===== config.mk =====
export PLATFORM = sky130hd
export DESIGN_NAME = sampler_buffer_drain
export DESIGN_NICKNAME = d
export VERILOG_FILES = /design/src/rtl/sampler_buffer_drain.sv
export SDC_FILE = /design/constraint.sdc
export NUM_CORES = 1
export LEC_CHECK = 0
export CORE_MARGIN = 8
export CORE_UTILIZATION = 30
export DETAILED_ROUTE_END_ITERATION = 8
export GPL_TIMING_DRIVEN = 0
export HOLD_SLACK_MARGIN = 0.06
export PLACE_DENSITY = 0.61
export SYNTH_ARGS = -nofsm -noshare
export SYNTH_HDL_FRONTEND = slang
export SYNTH_SLANG_ARGS = --single-unit

===== constraint.sdc =====
create_clock -name clock_i -period 3.4 [get_ports clock_i]
set_clock_uncertainty 0.05 [all_clocks]
set_input_delay 0.85 -clock clock_i [delete_from_list [all_inputs] [get_ports clock_i]]
set_output_delay 0.85 -clock clock_i [all_outputs]
set_load 0.02 [all_outputs]

===== src/rtl/sampler_buffer_drain.sv =====
// Drains the lease sampler's reuse-interval buffer: reads records 0..N-1, streams each
// as five 32b words on a valid/ready port, then pulses clear_o to release the stalled core.
module sampler_buffer_drain #(
  parameter int BUF_AW       = 13,
  parameter int BUF_DEPTH    = 8192,
  parameter int READ_LATENCY = 2
) (
  input  logic              clock_i,
  input  logic              resetn_i,
  input  logic              enable_i,
  input  logic              full_flag_i,
  input  logic              flush_i,
  input  logic [31:0]       used_i,
  output logic [BUF_AW-1:0] buf_addr_o,
  input  logic [31:0]       ref_address_i,
  input  logic [31:0]       ref_interval_i,
  input  logic [63:0]       ref_trace_i,
  input  logic [31:0]       ref_target_i,
  output logic [31:0]       data_o,
  output logic              valid_o,
  input  logic              ready_i,
  output logic              last_o,
  output logic              clear_o,
  output logic              busy_o,
  output logic [31:0]       records_o
);

  // One extra index bit so a full BUF_DEPTH pass never wraps.
  localparam int               IDX_W     = BUF_AW + 1;
  localparam logic [31:0]      DEPTH32   = 32'(BUF_DEPTH);
  localparam logic [IDX_W-1:0] DEPTH_IDX = IDX_W'(BUF_DEPTH);
  localparam logic [1:0]       LAT_INIT  = 2'(READ_LATENCY);

  typedef enum logic [2:0] {
    S_IDLE,
    S_ADDR,
    S_WAIT,
    S_SEND,
    S_CLEAR,
    S_RELEASE
  } state_e;

  state_e             state_q, state_d;
  logic [IDX_W-1:0]   recCount_q, recCount_d;
  logic [IDX_W-1:0]   recIndex_q, recIndex_d;
  logic [1:0]         latCnt_q, latCnt_d;
  logic [2:0]         word_q, word_d;
  logic [BUF_AW-1:0]  bufAddr_q, bufAddr_d;
  logic [31:0]        holdAddr_q, holdAddr_d;
  logic [31:0]        holdInterval_q, holdInterval_d;
  logic [63:0]        holdTrace_q, holdTrace_d;
  logic [31:0]        holdTarget_q, holdTarget_d;
  logic [31:0]        records_q, records_d;

  logic [IDX_W-1:0]   nClamp;
  logic [IDX_W-1:0]   idxNext;
  logic               lastRec;
  logic [31:0]        dataSel;

  assign nClamp  = (used_i > DEPTH32) ? DEPTH_IDX : used_i[IDX_W-1:0];
  assign idxNext = recIndex_q + IDX_W'(1);
  assign lastRec = (idxNext == recCount_q);

  always_ff @(posedge clock_i or negedge resetn_i) begin
    if (!resetn_i) begin
      state_q        <= S_IDLE;
      recCount_q     <= '0;
      recIndex_q     <= '0;
      latCnt_q       <= '0;
      word_q         <= '0;
      bufAddr_q      <= '0;
      holdAddr_q     <= '0;
      holdInterval_q <= '0;
      holdTrace_q    <= '0;
      holdTarget_q   <= '0;
      records_q      <= '0;
    end else begin
      state_q        <= state_d;
      recCount_q     <= recCount_d;
      recIndex_q     <= recIndex_d;
      latCnt_q       <= latCnt_d;
      word_q         <= word_d;
      bufAddr_q      <= bufAddr_d;
      holdAddr_q     <= holdAddr_d;
      holdInterval_q <= holdInterval_d;
      holdTrace_q    <= holdTrace_d;
      holdTarget_q   <= holdTarget_d;
      records_q      <= records_d;
    end
  end

  always_comb begin
    state_d        = state_q;
    recCount_d     = recCount_q;
    recIndex_d     = recIndex_q;
    latCnt_d       = latCnt_q;
    word_d         = word_q;
    bufAddr_d      = bufAddr_q;
    holdAddr_d     = holdAddr_q;
    holdInterval_d = holdInterval_q;
    holdTrace_d    = holdTrace_q;
    holdTarget_d   = holdTarget_q;
    records_d      = records_q;

    case (state_q)
      S_IDLE: begin
        if (enable_i && (full_flag_i || flush_i)) begin
          recCount_d = nClamp;
          recIndex_d = '0;
          state_d    = (nClamp == '0) ? S_CLEAR : S_ADDR;
        end
      end
      S_ADDR: begin
        bufAddr_d = recIndex_q[BUF_AW-1:0];
        latCnt_d  = LAT_INIT;
        state_d   = S_WAIT;
      end
      // The address register updates on leaving ADDR, so the count reaching zero
      // lands exactly READ_LATENCY cycles after the buffer saw the new address.
      S_WAIT: begin
        if (latCnt_q == 2'd0) begin
          holdAddr_d     = ref_address_i;
          holdInterval_d = ref_interval_i;
          holdTrace_d    = ref_trace_i;
          holdTarget_d   = ref_target_i;
          word_d         = 3'd0;
          state_d        = S_SEND;
        end else begin
          latCnt_d = latCnt_q - 2'd1;
        end
      end
      S_SEND: begin
        if (ready_i) begin
          if (word_q == 3'd4) begin
            if (records_q != 32'hFFFF_FFFF) begin
              records_d = records_q + 32'd1;
            end
            if (lastRec) begin
              state_d = S_CLEAR;
            end else begin
              recIndex_d = idxNext;
              state_d    = S_ADDR;
            end
          end else begin
            word_d = word_q + 3'd1;
          end
        end
      end
      S_CLEAR: begin
        state_d = S_RELEASE;
      end
      // Hold here while the full level is still up so a stale level cannot start a second pass.
      S_RELEASE: begin
        if (!full_flag_i) begin
          state_d = S_IDLE;
        end
      end
      default: begin
        state_d = S_IDLE;
      end
    endcase
  end

  always_comb begin
    dataSel = '0;
    if (state_q == S_SEND) begin
      case (word_q)
        3'd0:    dataSel = holdAddr_q;
        3'd1:    dataSel = holdInterval_q;
        3'd2:    dataSel = holdTrace_q[31:0];
        3'd3:    dataSel = holdTrace_q[63:32];
        default: dataSel = holdTarget_q;
      endcase
    end
  end

  assign buf_addr_o = bufAddr_q;
  assign data_o     = dataSel;
  assign valid_o    = (state_q == S_SEND);
  assign last_o     = (state_q == S_SEND) && (word_q == 3'd4) && lastRec;
  assign clear_o    = (state_q == S_CLEAR);
  assign busy_o     = (state_q != S_IDLE);
  assign records_o  = records_q;

endmodule

==> summary.md, run 1 <==
| Metric | Value |
|---|---|
| Status | complete, but fails checks |
| Failing checks | setup timing |
| Sw frac | between 30% and 40% |
| Share of cells above drive strength 1 | 26.2% |
| IO Port Bufs | 278 |
| RSZ-0062 raised after global routing | yes |
| Element type at the critical path end | output pin |
| Ys flop type | dfrtp_1 |
| Max Fclk | 293 MHz |
| Post-synth design cell area | ~11,000 sq um |
| Drt via density | 5.00 |
| CTS clk-pin slew, worst paths | ~60 ps |
| Fill count | approximately 3,600 |
| Number of synthesized flops with an enable pin | 0 |
| Pin slew with the least headroom to its limit | ~810 ps |
| Antenna violations before repair | 7 |
| Setup TNS | -17.3 ps |
| Clk buf depth | 3 |
| Worst reg-to-reg setup slack | 270 ps |
| Clk sink count | around 240 |
| Arrival time worst endpoint | 2520 ps |
| Post-route cell area | 16,000 sq um |
| DR DRC count | 0 |
| Clock power frac | 23.1% |
| Storage element area | 6030 sq um |
| Highest metal used | met5 |
| Final Hold Vio Count | 0 |
| Post-Synthesis Cells | about 960 |
| Dominant cells by area after synthesis | dfrtp_1 53%, mux2_2 17%, a22oi_1 4.3% |
| Register bit total from synthesis | 241 |
| Die area | 44,500 sq um |
| Cell Int Power | 0.00810 W |
| Worst path max stage delay | 460 ps |
| Worst Path Required | 2500 ps |
| Combinational power share | around two fifths |
| Largest net degree at the start of global routing | 95 |
| CTS tree | yes |
| Area of the multi-input gates | 5190 sq um |
| Post-synth top area share | 52.9% |
| Psw | 0.00438 W |
| GRT Residual Overflow | 0 |
| Relative slew slack | 45.9% |
| Post-layout nets | ~1,500 |
| Critical path's top delay family | simple AND/OR/NAND/NOR gates |
| Leak | 6.54 nW |
| Routability Congestion | 0.833 |
| Clk_lat worst skew | 550 ps |
| Asr flop ratio synth | 100% |
| Synthesis Warnings | 0 |
| GR Util All Layers | 16.8% |
| CTS buffer count | 28 |
| Post-route insts no fill | roughly 1,800 |
| Met2 routed WL | 18,500 microns |
| Max-cap violation count | 0 |
| M1 WL | 15,900 microns |
| Syn Area/Cell | ~12 sq um |
| Area grow syn2layout | 40.6% |
| Slowest-stage cell, CP | dfrtp_2 |
| First-pass GRT wire length | 58,800 microns |
| Via Count | 9,070 |
| Post-synth top cells | 241 x dfrtp_1, 173 x mux2_2, 65 x a22oi_1, 57 x clkbuf_1, 52 x o21ai_0 |
| Core area | 37,600 sq um |
| Synth unique cells | 58 |
| CTS root buffer | clkbuf_16 |
| Vias in the first global route | 10,000 |
| R2R depth | 7 |
| Leading area contributor after synthesis | dfrtp_1 |
| Sequential share of power | 36.9% |
| Ports | 279 |
| Row count | 71 |
| First drt pass iteration count | 4 |
| Area of placed instances | 14,900 sq um |
| CTS Hold Bufs | 0 |
| Setup slack after layout | -17.3 ps |
| Most common cell in the netlist | dfrtp_1 |
| Final WL | 37,800 microns |
| Pwr dens | 778 nW/um^2 |
| Starting Density | 30.3% |
| Hold Crit Class | in -> async |
| Register area share after synthesis | 52.9% |
| Die width | 211 microns |
| Startpoint Class | flop |
| Iteration-0 DRC Markers | 360 |
| Max VDD drop | 0.461 mV |
| Placed cells | 1,753 |
| CP cell instances | ha_4 -> buf_4 -> o2111ai_2 -> a2bb2oi_2 -> a2bb2oi_2 -> nand4b_1 -> nor3_2 -> nand3_2 -> nor3_2 -> buf_4 |
| Final setup viols | 1 |
| Syn_nets | ~1,200 |
| Crit Path Max Fanout | 4 |
| Final slew viol count | 0 |
| Stages on worst setup path | 10 |
| WL met3 | 2830 microns |
| Total power | approximately 0.012 W |
| Dpl hpwl | 28,200 microns |
| Wire per inst | 20.9 microns |
| CP Buf/Inv Count | 2 |
| Fin crit period | 3420 ps |
| Final period util | 101% |
| Antenna Nets Post-Route | 0 |
| H-tree lvl count | 1 |
| Crit Path Class | reg -> out |
| Die height | 211 microns |
flip-flops by register name, indices dropped and copies added (netlist names):
name	flops
records_o	32
word_q	3
latCnt_q	2
state_q	3
holdInterval_q	32
holdTarget_q	32
recIndex_q	14
holdTrace_q	64
buf_addr_o	13
holdAddr_q	32
recCount_q	14
power by group through the flow:
stage | sequential (W) | clock [W] | combinational, W
floorplan | 0.00450 | 0 | 0.00315
global placement | 0.00461 | 0 | 0.00495
detailed placement | 0.00464 | 0 | 0.00503
CTS | 0.00459 | 0.00299 | 0.00511
global route | 0.00475 | 0.00310 | 0.00547
finish | 0.00460 | 0.00288 | 0.00500
repair_timing:
action / 4_1_cts / 5_1_grt
setup buffers: 9 / 1
gates resized for setup: 226 / 41
pin swaps: 16 / 9
endpoints found under the setup margin: 34 / 64
logic make-up (layout without fill, tap and decap cells):
logic type	Yosys count	after routing	share of synthesized area, %
xor+xnor	50	50	3.84
mux	175	175	17.3
fa+ha+maj	8	8	0.878
flops	241	241	52.9
compound gates	201	201	11.8
simple gates	203	203	10.2
other cells	0	1	0
buf+inv	84	423	3.11
per-stage QoR:
stage | util [%] | hold WS, ps | setup slack, ps
floorplan | - | 419 | 343
global placement | 39.5 | 426 | -9220
detailed placement | 39.6 | 435 | -1350
CTS | 42.6 | 213 | -99.2
global route | 42.7 | 221 | -152
finish | 42.7 | 193 | -17.3
worst paths after layout:
kind	start	end
worst max-delay path	recIndex_q[0]	last_o
worst max register to register	latCnt_q[0]	holdTrace_q[26]
worst min-delay path	resetn_i	records_o[18]
worst min register to register	records_o[20]	records_o[20]
min in group clock_i	records_o[20]	records_o[20]
max in group asynchronous	resetn_i	holdTrace_q[45]
worst reg2reg max path, stage by stage (launching register included):
cell      delay [ps]
dfrtp_1          400
inv_1             70
ha_1             220
nor3b_1          220
clkbuf_1         550
clkbuf_1         510
clkbuf_1         580
mux2_2           410
per-layer routing:
layer  GRT usage [%]  vias to the layer above
met5               0                        -
met4            3.19                       10
met3            5.62                       46
met2            28.6                      237
met1            20.6                     4569
li1                -                     4208
final cells by class:
type,instances,share of cell area [%]
clock buffers,43,5.22
multi-input cells,637,32.3
well taps,511,3.99
plain buffers,71,2.71
clock inverters,8,0.351
flip-flops and latches,241,37.6
diodes,1,0.0156
repair buffers,290,17.5
inverters,11,0.257
layout by cell type (no fill, tap or decap), types with 5 or more instances in the layout:
| cell type | n |
|---|---|
| clkbuf_8 | 13 |
| a21oi_1 | 9 |
| clkinv_2 | 5 |
| xnor2_1 | 30 |
| nand4_1 | 14 |
| xor2_1 | 18 |
| o21ai_0 | 52 |
| clkdlybuf4s50_1 | 243 |
| and4_1 | 5 |
| buf_4 | 19 |
| a31oi_1 | 32 |
| nand2b_1 | 8 |
| dfrtp_1 | 238 |
| mux2_2 | 173 |
| clkbuf_1 | 39 |
| clkbuf_2 | 10 |
| a22o_1 | 14 |
| nand3_1 | 36 |
| nor4_1 | 13 |
| a22oi_1 | 64 |
| and3_1 | 9 |
| nand2_1 | 33 |
| inv_1 | 7 |
| ha_1 | 5 |
| nor3b_1 | 5 |
| nor3_1 | 12 |
| clkbuf_16 | 29 |
| nor2_1 | 21 |
| buf_2 | 31 |
(Power assumes the default switching activity.)
==> run 2: changes to the inputs <==
Settings changed: ABC_CLOCK_PERIOD_IN_PS set to 3400, CORE_ASPECT_RATIO set to 0.75.
==> run 2 against run 1 <==
Net effect: the flow still finishes with violations (setup timing); largest power group unchanged; sequential share of layout area increased by 0.24 points; core utilization decreased by 0.59 points; via count increased by 1.7%; worst hold slack got worse by 53 ps; critical path depth decreased by 2; wire length increased by 0.33%.
==> summary.md, run 2 (synthesized netlist as in run 1, its figures left out) <==
| Metric | Value |
|---|---|
| Setup slack after layout | -75.3 ps (-58.0 ps) |
| DR DRC count | 0 (unchanged) |
| Post-route insts no fill | 1,815 (+0.11%) |
| Final WL | 38,000 microns (+0.33%) |
| Clk sink count | 241 (unchanged) |
| Area of the multi-input gates | 5160 sq um (-0.43%) |
| Final Hold Vio Count | 0 (unchanged) |
| Core area | 37,900 sq um (+0.74%) |
| Commonest cells after routing, fill and taps aside | 244 x clkdlybuf4s50_1, 239 x dfrtp_1, 173 x mux2_2 |
| CTS Hold Bufs | 0 (unchanged) |
| Vias in the first global route | 9,837 (-1.9%) |
| CTS root buffer | clkbuf_16 |
| Final setup viols | 1 (unchanged) |
| Clk buf depth | 3 (unchanged) |
| Final period util | 102% (+1.7 points) |
| Clk_lat worst skew | 550 ps (about the same) |
| Routability Congestion | 0.834 (+0.13%) |
| Row count | 62 (-13%) |
| CTS tree | yes |
| Startpoint Class | flop |
| DP Worst Slack | -1260 ps (+95.7 ps) |
| H-tree lvl count | 1 (unchanged) |
| Largest net degree at the start of global routing | 105 (+11%) |
| CTS clk-pin slew, worst paths | 60 ps (about the same) |
| Pwr dens | 775 nW/um^2 (-0.43%) |
| Die width | 241 microns (+14%) |
| Max reg flops | 64 (unchanged) |
| First drt pass iteration count | 5 (+1) |
| Element type at the critical path end | output pin |
| Share of cells above drive strength 1 | 25.6% (-0.63 points) |
| Placed cells | 1,754 (+0.057%) |
| Die area | 44,600 sq um (+0.15%) |
| Leak | 6.52 nW (-0.38%) |
| Crit. Startpoint | recIndex_q[7] |
| Max-cap violation count | 0 (unchanged) |
| Dpl hpwl | 27,800 microns (-1.5%) |
| Pin slew with the least headroom to its limit | 908 ps (+97.2 ps) |
| Arrival time worst endpoint | 2580 ps (+60 ps) |
| R2R depth | 9 (+2) |
| RSZ-0062 raised after global routing | yes |
| Largest Register | holdTrace_q |
| Ports | 279 (unchanged) |
| First-pass GRT wire length | 57,800 microns (-1.7%) |
| Max Fclk | 288 MHz (-1.7%) |
| Final slew viol count | 0 (unchanged) |
| Storage element area | 6030 sq um (about the same) |
| GR Util All Layers | 16.6% (-0.19 points) |
| Crit Path Max Fanout | 9 (+5) |
| Via Count | 9,223 (+1.7%) |
| Area grow syn2layout | 39.7% |
| IO Port Bufs | 278 (unchanged) |
| Iteration-0 DRC Markers | 558 (+55%) |
| Fin crit period | 3480 ps (+58.0 ps) |
| Antenna Nets Post-Route | 0 (unchanged) |
| Hold Crit Class | in -> async |
| Starting Density | 30.1% (-0.22 points) |
| Die height | 185 microns (-12%) |
| Wire per inst | 20.9 microns (+0.22%) |
| Max VDD drop | 0.426 mV (-7.5%) |
| Worst hold slack | 139 ps (-53.4 ps) |
| Drt via density | 5.08 (+1.6%) |
| Status | complete, but fails checks |
| Most common cell after layout, fill and taps aside | clkdlybuf4s50_1 |
| Worst Path Required | 2500 ps (about the same) |
| Fill count | 3,663 (+1.2%) |
| Failing checks | setup timing |
| CTS buffer count | 26 (-7.1%) |
| Reg-to-reg critical path startpoint | word_q[0] |
| Setup TNS | -75.3 ps (-58.0 ps) |
| Crit Path Class | reg -> out |
| Post-layout nets | 1,484 (-0.13%) |
| Relative slew slack | 39.3% (-6.6 points) |
| GRT Residual Overflow | 0 (unchanged) |
| Antenna violations before repair | 13 (+6) |
run 2: worst paths after layout:
path                               endpoint  slack [ps]
hold / removal                records_o[19]         140
setup reg to reg              records_o[25]         400
hold reg to reg               records_o[20]         440
min in group clock_i          records_o[20]         440
max in group asynchronous  holdTarget_q[30]        2240
setup / recovery                     last_o         -80
run 2: critical path, cell delays in order (launching register included):
cell     delay (ps)
dfrtp_1         310
buf_2           210
nand4_1         190
or3_4           420
nor4_1          220
or3_1           180
nand3_2         120
nor3_2          180
buf_4           180
run 2: where the power goes:
| group | switching, W | leakage [nW] | internal [W] | total [W] |
|---|---|---|---|---|
| Clock | 0.00118 | 0.410 | 0.00158 | 0.00275 |
| Sequential | 0.000608 | 2.96 | 0.00399 | 0.00459 |
| Combinational | 0.00259 | 3.14 | 0.00241 | 0.00500 |
run 2: per-stage QoR:
step / utilization (%) / instance area, sq um / total power, W
4_1_cts: 42.0 / 15900 / 0.0125
6_report: 42.1 / 15900 / 0.0123
5_1_grt: 42.1 / 15900 / 0.0131
3_5_place_dp: 39.3 / 14900 / 0.00968
3_3_place_gp: 39.2 / 14800 / 0.00954
2_1_floorplan: - / 11400 / 0.00765
run 2: metal layers:
metal	GRT usage, %	vias to the layer above	share of wire [%]
li1	-	4212	-
met1	21.3	4668	42
met2	27.8	267	49
met3	4.49	60	6.7
met4	3.88	16	2.1
met5	0	-	0.25
run 2: layout make-up:
cell class / count / share of cell area, %
Antenna cell: 5 / 0.0785
Buffer: 71 / 2.70
Clock buffer: 37 / 4.59
Clock inverter: 11 / 0.589
Inverter: 11 / 0.259
Multi-Input combinational cell: 637 / 32.4
Sequential cell: 241 / 37.9
Tap cell: 512 / 4.02
Timing Repair Buffer: 290 / 17.5
run 2: what timing repair did:
action                                  CTS  global route
pin swaps                                10             6
setup buffers                            10             0
gates resized for setup                 231            33
endpoints found under the setup margin   64            81
==> run 3: changes to the inputs <==
Settings changed: CAP_MARGIN set to 10, REMOVE_ABC_BUFFERS set to 1.
==> run 3 against run 2 <==
Net effect: the flow still finishes with violations (setup timing); first-iteration DRC count grew 1.4%; sequential cell count did not move; power increased by 4.1%; via count is 2.0% lower; worst hold slack better by 23 ps; critical path type unchanged; fmax shrank 1.6%; combinational power rose by 2%; critical endpoint unchanged; global-route usage shrank 0.88 points; highest routed layer unchanged.
==> summary.md, run 3 (synthesized netlist as in run 1, its figures left out) <==
| Metric | Value |
|---|---|
| Die height | 185 microns (unchanged) |
| Commonest cells after routing, fill and taps aside | 244 x clkdlybuf4s50_1, 227 x dfrtp_1, 173 x mux2_2 |
| Core area | 37,900 sq um (unchanged) |
| DP Worst Slack | -703 ps (+552 ps) |
| Final slew viol count | 0 (unchanged) |
| Element type at the critical path end | output pin |
| Post-layout nets | 1,456 (-1.9%) |
| Sw frac | 33.4% (-2.1 points) |
| Final setup viols | 1 (unchanged) |
| Leak | 6.57 nW (+0.81%) |
| Ports | 279 (unchanged) |
| Dpl hpwl | 24,900 microns (-10%) |
| Sequential share of power | 35.8% (-1.4 points) |
| Routability Congestion | 0.819 (-1.9%) |
| CTS Hold Bufs | 0 (unchanged) |
| Worst reg-to-reg setup slack | 300 ps (-100 ps) |
| Starting Density | 30.1% (unchanged) |
| Reg-to-reg critical path startpoint | word_q[0] |
| Hold Crit Class | in -> async |
| Setup slack after layout | -131 ps (-56.0 ps) |
| RSZ-0062 raised after global routing | yes |
| Max-cap violation count | 0 (unchanged) |
| First drt pass iteration count | 4 (-1) |
| Antenna Nets Post-Route | 0 (unchanged) |
| Relative slew slack | 34.7% (-4.6 points) |
| Clk buf depth | 3 (unchanged) |
| Area grow syn2layout | 42.4% |
| Vias in the first global route | 9,125 (-7.2%) |
| Pwr dens | 791 nW/um^2 (+2.1%) |
| Final WL | 36,100 microns (-4.9%) |
| R2R depth | 8 (-1) |
| Crit Path Max Fanout | 6 (-3) |
| Clk sink count | 241 (unchanged) |
| GRT Residual Overflow | 0 (unchanged) |
| Antenna cells | 0 (-5) |
| Drt via density | 5.07 (-0.31%) |
| H-tree lvl count | 1 (unchanged) |
| CTS tree | yes |
| Total power | 0.0129 W (+4.1%) |
| IO Port Bufs | 278 (unchanged) |
| Share of cells above drive strength 1 | 26.7% (+1.1 points) |
| Fin crit period | 3530 ps (+56.0 ps) |
| Most common cell after layout, fill and taps aside | clkdlybuf4s50_1 |
| Crit Path Class | reg -> out |
| Worst Path Required | 2500 ps (about the same) |
| Worst reg2reg path endpoint | recIndex_q[4] |
| Worst hold slack | 162 ps (+23.2 ps) |
| Max VDD drop | 0.471 mV (+11%) |
| Final period util | 104% (+1.6 points) |
| Via Count | 9,037 (-2.0%) |
| Pin slew with the least headroom to its limit | 974 ps (+65.5 ps) |
| Row count | 62 (unchanged) |
| GR Util All Layers | 15.7% (-0.88 points) |
| CTS buffer count | 28 (+7.7%) |
| Max Fclk | 283 MHz (-1.6%) |
| First-pass GRT wire length | 55,300 microns (-4.4%) |
| Wire per inst | 20.2 microns (-3.3%) |
| Largest Register | holdTrace_q |
| Largest net degree at the start of global routing | 113 (+7.6%) |
| Antenna violations before repair | 4 (-9) |
| Status | complete, but fails checks |
| Clk_lat worst skew | 550 ps (about the same) |
| Die area | 44,600 sq um (unchanged) |
| Psw | 0.00429 W (-2.0%) |
| Fin util | 42.9% (+0.81 points) |
| Arrival time worst endpoint | 2630 ps (+50 ps) |
| CTS clk-pin slew, worst paths | 60 ps (about the same) |
| Cell Int Power | 0.00856 W (+7.4%) |
| Clock power frac | 24.4% (+2.1 points) |
| Setup TNS | -131 ps (-56.0 ps) |
| Failing checks | setup timing |
| Iteration-0 DRC Markers | 566 (+1.4%) |
| Max reg flops | 64 (unchanged) |
| Die width | 241 microns (unchanged) |
| Startpoint Class | flop |
| Combinational power share | 39.9% (-0.6 points) |
| CTS root buffer | clkbuf_16 |
| DR DRC count | 0 (unchanged) |
| Final Hold Vio Count | 0 (unchanged) |
==> run 3: layout make-up <==
cell class | instances | area [sq um]
Timing Repair inverter | 1 | 3.75
Multi-Input combinational cell | 637 | 5180
Fill cell | 3567 | 21600
Tap cell | 512 | 641
Timing Repair Buffer | 330 | 3340
Sequential cell | 241 | 6050
Clock inverter | 6 | 108
Inverter | 11 | 53.8
Clock buffer | 46 | 860
==> run 3: metrics by stage <==
step                std cells  instance area (sq um)
finish                   1784                  16200
detailed placement       1703                  14900
CTS                      1775                  16100
global placement         1679                  14500
global route             1784                  16200
floorplan                 889                  11100
==> run 3: worst max-delay path, stage by stage, from the launching register on <==
cell and delay, ps:
dfrtp_2 440, ha_4 220, nand2_8 80, nor4_4 280, xnor2_1 190, nand4b_1 130
nor3_1 200, nand3_1 150, nor3_2 220, buf_4 180
==> run 3: power groups by stage <==
stage	clock network [W]	logic, W	registers (W)
2_1_floorplan	0	0.00272	0.00449
3_3_place_gp	0	0.00418	0.00451
3_5_place_dp	0	0.00498	0.00464
4_1_cts	0.00324	0.00512	0.00461
5_1_grt	0.00336	0.00555	0.00476
6_report	0.00313	0.00512	0.00460
==> run 3: repair_timing <==
| item | 4_1_cts | 5_1_grt |
|---|---|---|
| pin swaps | 3 | 10 |
| endpoints found under the hold margin | 0 | 0 |
| gates cloned | 4 | 0 |
| endpoints found under the setup margin | 34 | 30 |
| resized for setup | 136 | 38 |
| buffers inserted | 16 | 9 |
==> run 3: how the worst max path moves through the flow <==
| stage | startpoint | to | slack (ps) | cells past startpoint |
|---|---|---|---|---|
| after global routing | recIndex_q[0] | last_o | -260 | 9 |
| after global placement | state_q[2] | holdAddr_q[29] | -17100 | 3 |
| after CTS | recIndex_q[0] | last_o | -190 | 8 |
| after detailed placement | recIndex_q[0] | last_o | -700 | 8 |
| final | recIndex_q[1] | last_o | -130 | 9 |
| after floorplan | latCnt_q[0] | holdAddr_q[0] | -10490 | 4 |
==> run 3: layer usage <==
| layer | global-route usage, % | wire, microns | vias to the layer above |
|---|---|---|---|
| li1 | - | - | 4167 |
| met1 | 22.2 | 16400 | 4542 |
| met2 | 24.1 | 16300 | 281 |
| met3 | 4.55 | 2800 | 41 |
| met4 | 2.50 | 482 | 6 |
| met5 | 0 | 33 | - |
